==> src/rtl/bp_pkg.sv <==
// -----------------------------------------------------------------------------
// bp_pkg -- shared definitions for the branch predictor.
//   * counter constants (reset / weakly-taken / strong), computed per CTR_W
//   * bp_entry_t  : one table entry (valid, tag, target, ctr), sized for the
//                   widest legal configuration; unused upper bits stay zero
//   * pc_index / pc_tag : PC slicing helpers
//       index = pc[IDX_W+1:2], tag = pc[IDX_W+TAG_W+1:IDX_W+2]
// -----------------------------------------------------------------------------
package bp_pkg;

  localparam int PC_W      = 32;
  localparam int TAG_MAX_W = 30;
  localparam int CTR_MAX_W = 4;
  localparam int IDX_MAX_W = 8;

  typedef struct packed {
    logic                 valid;
    logic [TAG_MAX_W-1:0] tag;
    logic [PC_W-1:0]      target;
    logic [CTR_MAX_W-1:0] ctr;
  } bp_entry_t;

  // Weakly not-taken: 2^(ctr_w-1)-1
  function automatic logic [CTR_MAX_W-1:0] ctr_reset(input int ctr_w);
    return CTR_MAX_W'((32'd1 << (ctr_w - 1)) - 32'd1);
  endfunction

  // Weakly taken: 2^(ctr_w-1)
  function automatic logic [CTR_MAX_W-1:0] ctr_weak(input int ctr_w);
    return CTR_MAX_W'(32'd1 << (ctr_w - 1));
  endfunction

  // Strongly taken: 2^ctr_w-1
  function automatic logic [CTR_MAX_W-1:0] ctr_strong(input int ctr_w);
    return CTR_MAX_W'((32'd1 << ctr_w) - 32'd1);
  endfunction

  function automatic logic [IDX_MAX_W-1:0] pc_index(input logic [PC_W-1:0] pc,
                                                    input int idx_w);
    return IDX_MAX_W'((pc >> 2) & ((32'd1 << idx_w) - 32'd1));
  endfunction

  function automatic logic [TAG_MAX_W-1:0] pc_tag(input logic [PC_W-1:0] pc,
                                                  input int idx_w,
                                                  input int tag_w);
    return TAG_MAX_W'((pc >> (idx_w + 2)) & ((32'd1 << tag_w) - 32'd1));
  endfunction

endpackage

==> src/rtl/bp_sat_counter.sv <==
// -----------------------------------------------------------------------------
// bp_sat_counter -- combinational next value of a CTR_W-bit saturating counter.
//   ctr : current counter value
//   inc : 1 = count up (taken), 0 = count down (not-taken)
//   nxt : next value, clamped at 0 and 2^CTR_W-1 (never wraps)
// -----------------------------------------------------------------------------
module bp_sat_counter #(
  parameter int CTR_W = 2
) (
  input  logic [CTR_W-1:0] ctr,
  input  logic             inc,
  output logic [CTR_W-1:0] nxt
);

  localparam logic [CTR_W-1:0] CTR_TOP = {CTR_W{1'b1}};
  localparam logic [CTR_W-1:0] CTR_BOT = {CTR_W{1'b0}};

  // Saturating increment / decrement
  always_comb begin
    nxt = ctr;
    if (inc) begin
      if (ctr != CTR_TOP) begin
        nxt = ctr + CTR_W'(1);
      end else begin
        nxt = ctr;
      end
    end else begin
      if (ctr != CTR_BOT) begin
        nxt = ctr - CTR_W'(1);
      end else begin
        nxt = ctr;
      end
    end
  end

endmodule

==> src/rtl/branch_predictor.sv <==
// -----------------------------------------------------------------------------
// branch_predictor -- direct-mapped branch target buffer with saturating
// direction counters. State changes happen on the falling edge of clk.
//
// Ports
//   clk        : clock (table written on negedge)
//   reset      : asynchronous, active-low; clears the whole table
//   lk_pc      : fetch PC; lk_hit/lk_taken/lk_target follow combinationally
//   up_valid   : a resolved branch is presented (up_pc, up_taken, up_target)
//   up_force   : unconditional jump; entry written with counter saturated high
//   st_updates, st_mispredicts : statistics outputs, present only when the
//                macro BRANCH_PREDICTOR_STATS_EN is defined
//
// A lookup and an update on the same index in the same cycle see the
// pre-update table; the write lands on the next falling edge.
// -----------------------------------------------------------------------------
module branch_predictor
  import bp_pkg::*;
#(
  parameter int ENTRIES = 16,
  parameter int TAG_W   = 8,
  parameter int CTR_W   = 2
) (
  input  logic        clk,
  input  logic        reset,
  input  logic [31:0] lk_pc,
  output logic        lk_hit,
  output logic        lk_taken,
  output logic [31:0] lk_target,
  input  logic        up_valid,
  input  logic [31:0] up_pc,
  input  logic        up_taken,
  input  logic [31:0] up_target,
  input  logic        up_force
`ifdef BRANCH_PREDICTOR_STATS_EN
  ,
  output logic [31:0] st_updates,
  output logic [31:0] st_mispredicts
`endif
);

  localparam int IDX_W = $clog2(ENTRIES);

  bp_entry_t            table_r [ENTRIES];
  logic [IDX_W-1:0]     lk_idx_s;
  logic [IDX_W-1:0]     up_idx_s;
  logic [TAG_MAX_W-1:0] lk_tag_s;
  logic [TAG_MAX_W-1:0] up_tag_s;
  logic                 up_hit_s;
  logic [CTR_W-1:0]     ctr_nxt_s;
  logic                 wr_en_s;
  bp_entry_t            wr_entry_s;

  assign lk_idx_s = IDX_W'(pc_index(lk_pc, IDX_W));
  assign up_idx_s = IDX_W'(pc_index(up_pc, IDX_W));
  assign lk_tag_s = pc_tag(lk_pc, IDX_W, TAG_W);
  assign up_tag_s = pc_tag(up_pc, IDX_W, TAG_W);

  // Lookup port: tag compare and prediction, zero latency
  always_comb begin
    lk_hit    = table_r[lk_idx_s].valid && (table_r[lk_idx_s].tag == lk_tag_s);
    lk_taken  = 1'b0;
    lk_target = 32'd0;
    if (lk_hit) begin
      lk_taken  = table_r[lk_idx_s].ctr[CTR_W-1];
      lk_target = table_r[lk_idx_s].target;
    end else begin
      lk_taken  = 1'b0;
      lk_target = 32'd0;
    end
  end

  // Hit detection on the update port
  always_comb begin
    up_hit_s = table_r[up_idx_s].valid && (table_r[up_idx_s].tag == up_tag_s);
  end

  bp_sat_counter #(.CTR_W(CTR_W)) u_ctr (
    .ctr (table_r[up_idx_s].ctr[CTR_W-1:0]),
    .inc (up_taken),
    .nxt (ctr_nxt_s)
  );

  // Build the entry to write back: force, hit-train, allocate or nothing
  always_comb begin
    wr_en_s    = 1'b0;
    wr_entry_s = table_r[up_idx_s];
    if (up_valid) begin
      if (up_force) begin
        wr_en_s           = 1'b1;
        wr_entry_s.valid  = 1'b1;
        wr_entry_s.tag    = up_tag_s;
        wr_entry_s.target = up_target;
        wr_entry_s.ctr    = ctr_strong(CTR_W);
      end else if (up_hit_s) begin
        wr_en_s        = 1'b1;
        wr_entry_s.ctr = CTR_MAX_W'(ctr_nxt_s);
        if (up_taken) begin
          wr_entry_s.target = up_target;
        end else begin
          wr_entry_s.target = table_r[up_idx_s].target;
        end
      end else if (up_taken) begin
        wr_en_s           = 1'b1;
        wr_entry_s.valid  = 1'b1;
        wr_entry_s.tag    = up_tag_s;
        wr_entry_s.target = up_target;
        wr_entry_s.ctr    = ctr_weak(CTR_W);
      end else begin
        // Not-taken miss: table untouched
        wr_en_s = 1'b0;
      end
    end else begin
      wr_en_s = 1'b0;
    end
  end

  // Table storage; reset wins over any pending write
  always_ff @(negedge clk or negedge reset) begin
    if (!reset) begin
      for (int i = 0; i < ENTRIES; i++) begin
        table_r[i] <= '{valid:  1'b0,
                        tag:    {TAG_MAX_W{1'b0}},
                        target: 32'd0,
                        ctr:    ctr_reset(CTR_W)};
      end
    end else if (wr_en_s) begin
      table_r[up_idx_s] <= wr_entry_s;
    end
  end

`ifdef BRANCH_PREDICTOR_STATS_EN
  logic        pred_taken_s;
  logic [31:0] pred_target_s;
  logic        mispredict_s;

  // What a lookup of up_pc would have predicted; a miss predicts not-taken
  always_comb begin
    pred_taken_s  = 1'b0;
    pred_target_s = 32'd0;
    if (up_hit_s) begin
      pred_taken_s  = table_r[up_idx_s].ctr[CTR_W-1];
      pred_target_s = table_r[up_idx_s].target;
    end else begin
      pred_taken_s  = 1'b0;
      pred_target_s = 32'd0;
    end
    // Target only matters when the branch was actually taken
    mispredict_s = (pred_taken_s != up_taken) ||
                   (up_taken && (pred_target_s != up_target));
  end

  // Free-running statistics counters, wrap modulo 2^32
  always_ff @(negedge clk or negedge reset) begin
    if (!reset) begin
      st_updates     <= 32'd0;
      st_mispredicts <= 32'd0;
    end else if (up_valid) begin
      st_updates <= st_updates + 32'd1;
      if (mispredict_s) begin
        st_mispredicts <= st_mispredicts + 32'd1;
      end
    end
  end
`endif

endmodule

==> config.mk <==
export PLATFORM = sky130hd
export DESIGN_NAME = branch_predictor
export DESIGN_NICKNAME = d
export VERILOG_FILES = /design/src/rtl/bp_pkg.sv /design/src/rtl/bp_sat_counter.sv /design/src/rtl/branch_predictor.sv
export SDC_FILE = /design/constraint.sdc
export NUM_CORES = 2
export LEC_CHECK = 0
export ABC_AREA = 1
export CORE_MARGIN = 2
export CORE_UTILIZATION = 57
export DETAILED_ROUTE_END_ITERATION = 6
export PLACE_DENSITY = 0.74
export SKIP_CTS_REPAIR_TIMING = 1
export SLEW_MARGIN = 20
export SYNTH_ARGS = -nofsm -noshare
export SYNTH_HDL_FRONTEND = slang
export SYNTH_SLANG_ARGS = --single-unit
==> constraint.sdc <==
create_clock -name clk -period 7.61 [get_ports clk]
set_input_delay 0.761 -clock clk [delete_from_list [all_inputs] [get_ports clk]]
set_output_delay 0.761 -clock clk [all_outputs]
set_load 0.02 [all_outputs]
; Word-level counts from Yosys, hierarchy flattened
; Index checks and enable logic that the tools add are counted.
[totals]
out_inout_bits = 34
word_cells = 102
latchBits = 0
in_bits = 101
ff_bits = 1072
mem_bits_rw = 0
mem_bits_ro = 0
mem_count = 0
[op_classes]
n_addsub = 2
bitwise = 2
div = 0
reduce_logical = 4
muxes = 24
n_eq_ne = 3
multipliers = 0
shifts = 0
order_cmp = 3
[ops]
columns = operator, count
row1 = $bwmux W1072, 1
row2 = $bmux W67 S4, 2
row3 = $mux W67, 8
row4 = $demux W67 S4, 1
row5 = $mux W32, 2
row6 = $eq A30 B8 Y1, 2
row7 = $mux W36, 1
row8 = $mux W31, 1
row9 = $ge A5 B5 Y1 const B, 2
row10 = $not A4 Y5, 2
row11 = $mux W2, 3
row12 = $lt A5 B1 Y1 const B, 1
row13 = $mux W1, 5
row14 = $logic_and A1 B1 Y1, 3
row15 = $add A2 B1 Y2 const B, 1
row16 = $ne A2 B2 Y1 const B, 1
row17 = $reduce_bool A2 Y1, 1
row18 = $sub A2 B1 Y2 const B, 1

; Longest topological paths before layout
[logic_depth]
ltp_word = 11
ltp_mapped = 25
depth_no_buf = 20

; Cells and area by module
; A second synthesis with hierarchy kept.
[unflattened]
hier_cells = 7350
hier_area_um2 = 54030.6
[by_module_without_submodules]
columns = module, seq_area_each_um2, area_per_inst_um2, instances, cells_per_inst
row1 = branch_predictor, 26045.0, 54005.5, 1, 7344
row2 = bp_sat_counter, 0.0, 25.0, 1, 6

==> impl_metrics.tcl <==
set metrics [dict create \
    status "complete, but fails checks" \
    violations "setup timing" \
    internal_power_w 0.01160 \
    synth_flop_cell "dfrtn_1" \
    crit_buf_inv 4 \
    synth_edf_count 0 \
    synthArstFlopShare_pct 100.0 \
    clkPwrFrac_pct 35.1 \
    synth_compound_area_share_pct 18.68 \
    fillCellCount 7621 \
    gp_congestion 0.9076 \
    finClkSkew_ps 84.28 \
    ys_seq_area_share_pct 49.41 \
    slew_viol_final 0 \
    antenna_found_initial 0 \
    largest-register "table_r" \
    r2r_slack_ps 4710 \
    final_common_cell "nand2_1" \
    worstPathCellList "o21ai_0 -> o221ai_1 -> nand3_1 -> nand2_1 -> inv_1 -> nand2_1 -> nand2_1 -> nor2_1 -> nand2_1 -> nor2_1 -> buf_4 -> nand2_2 -> buf_12 -> nor2_1 -> clkbuf_2" \
    placementRows 111 \
    reg2regPathDepth 20 \
    power.share.sequential_pct 46.0 \
    largest_reg_flops 1040 \
    maxCapViolCount 0 \
    hp-class "reg2reg" \
    ir_drop_uv 204.9 \
    yosysUniqueCellTypes 46 \
    dp_hpwl_um 103700 \
    hold_path_depth 2 \
    die_area_um2 94920 \
    top_regs "table_r: 1040 flops" \
    grt_pass1_wl_um 273000 \
    die_w_um 308.1 \
    worstMarginPinSlew_ps 997.1 \
    r2r-start "table_r[802]" \
    avgSynthCellArea_um2 7.574 \
    synth_area_um2 52710 \
    synthSimpleGateAreaFrac_pct 24.09 \
    drive_above_1_share_pct 9.150 \
    yosys_warnings 0 \
    cts_buffers 110 \
    instances_no_fill 8246 \
    ctsHtreeMaxLevel 3 \
    rsz0062_at_grt "yes" \
    cpPeakStageDelay_ps 440 \
    most-common-layout-cells "nand2_1, dfrtn_1, o21ai_0" \
    core-area_um2 91660 \
    wire_per_inst_um 21.17 \
    critPathArrivalTime_ps 6920 \
    hp-start "table_r[535]" \
    cts_tree "done" \
    setup_viol 19 \
    dp.cells 8021 \
    clockRootBuffer "clkbuf_16" \
    hold_end "table_r[535]" \
    critPathTopFamily "simple AND/OR/NAND/NOR gates" \
    syn-num-nets 7060 \
    total_power_w 0.01680 \
    startpoint_type "register" \
    relSlewSlack_pct 33.53 \
    netSwitchingFraction_pct 30.99 \
    timing.critical_path.mode_cell "nand2_1" \
    hold_violations 0 \
    power.density_nw_per_um2 276.1 \
    setup_ws_ps -72.44 \
    ioPinCount 135 \
    combPwrFrac_pct 18.9 \
    clk-insertion-delay-late_ps 720 \
    place_ws_ps -13.85 \
    ant_nets 0 \
    finalNetCount 7067 \
    ys_ff_latch 1040 \
    antennaDiodeCount 0 \
    p_sw_w 0.005206 \
    power_leakage_nw 29.29 \
    synth_fa_ha_area_share_pct 0 \
    remaining_drc_errors 0 \
    cts.reportedPaths.clkPinSlew_ps 50 \
    grt_max_degree 170 \
    numClockSinks 1040 \
    synthMuxAreaShare_pct 0 \
    synth_cells 6959 \
    wirelength_um 174500 \
    firstDrtPassIters 7 \
    area_growth_pct 15.45 \
    synth_xor_area_share_pct 0.03323 \
    portBuffers 94 \
    start_util_pct 57.50 \
    critPathMaxFanout 18 \
    clock_path_buffers 3 \
    grt_overflow 0 \
    critical_path_required_ps 6850 \
    vias 50460 \
    die_h_um 308.1 \
    first_iter_violations 6818 \
    synth_top_family_by_area "simple AND/OR/NAND/NOR gates" \
    first_global_vias 48910 \
    routed_via_density 6.119 \
    r2r-end "table_r[646]" \
    crit_slowest_cell "dfrtn_1" \
    end_kind "output pin" \
    critical_path_class "reg2out" \
    globalRouteTotalUtil_pct 36.69 \
]
-- worst max path at each step --
stage | slack (ps) | startpoint | cells after the start | endpoint
floorplan | 610 | up_pc[3] | 22 | table_r[631]
global placement | 30 | up_pc[3] | 23 | table_r[642]
detailed placement | -10 | up_pc[2] | 19 | table_r[566]
CTS | -540 | table_r[311] | 14 | lk_target[8]
global route | -160 | table_r[646] | 13 | lk_target[2]
finish | -70 | table_r[103] | 15 | lk_target[20]
-- tightest hold or removal path: stages, from the launching register on --
cell     delay (ps)
dfrtn_1         400
inv_1            50
nand2_1          60
-- through the flow --
| stage | util, % | setup TNS, ps | hold WS [ps] | cell area [um^2] |
|---|---|---|---|---|
| after global placement | 61.96 | 0 | 405.9 | 56790 |
| after global routing | 66.38 | -3263 | 444.1 | 60850 |
| after floorplan | - | 0 | 395.1 | 52710 |
| final | 66.38 | -463.6 | 427.4 | 60850 |
| after CTS | 66.33 | -15930 | 423.2 | 60800 |
| after detailed placement | 61.96 | -29.78 | 421.5 | 56800 |
-- synthesized netlist by cell type (all sizes together) (28+ instances only) --
master | instances | share of area (%)
nand2 | 2502 | 18
dfrtn | 1024 | 49
o21ai | 761 | 7.2
nor2 | 536 | 3.9
inv | 460 | 3.3
a21oi | 388 | 3.7
clkbuf | 298 | 2.1
a22oi | 257 | 3.7
buf | 241 | 2.4
a221oi | 100 | 1.7
nand3 | 65 | 0.64
nand4 | 50 | 0.59
nor3 | 46 | 0.44
o32ai | 34 | 0.56
nor4 | 32 | 0.38
a221o | 28 | 0.53
-- layout make-up --
cell class	count	area (um^2)	share of cell area (%)
clock buffer	151	3191	5.243
clock inverter	71	818.3	1.345
inverter	463	1769	2.907
multi-input combinational	4916	22870	37.59
sequential	1040	26050	42.80
tap	1186	1484	2.439
timing repair buffer	419	4668	7.672
-- power by group through the flow --
| stage | combinational (W) | sequential (W) | clock, W |
|---|---|---|---|
| final | 0.00318 | 0.00773 | 0.00589 |
| after global routing | 0.00362 | 0.00786 | 0.00616 |
| after CTS | 0.00314 | 0.00768 | 0.00592 |
| after detailed placement | 0.00312 | 0.00774 | 0.0000137 |
| after global placement | 0.00300 | 0.00770 | 0.0000137 |
| after floorplan | 0.00217 | 0.00753 | 0.0000137 |
-- layer usage --
metal	up-vias	part of all wire, %	GRT usage (%)
li1	22770	-	-
met1	23940	39	48.70
met2	3138	45	57.98
met3	611	10	6.329
met4	0	5.4	19.08
met5	-	0	0
-- kinds of logic after synthesis --
family,after synthesis
and+or+nand+nor,3255
AOI/OAI and AO/OA,1659
DFF,1040
buffers and inverters,1003
xor gates and xnor gates,2
No activity file was read; power rests on OpenSTA's default activity.
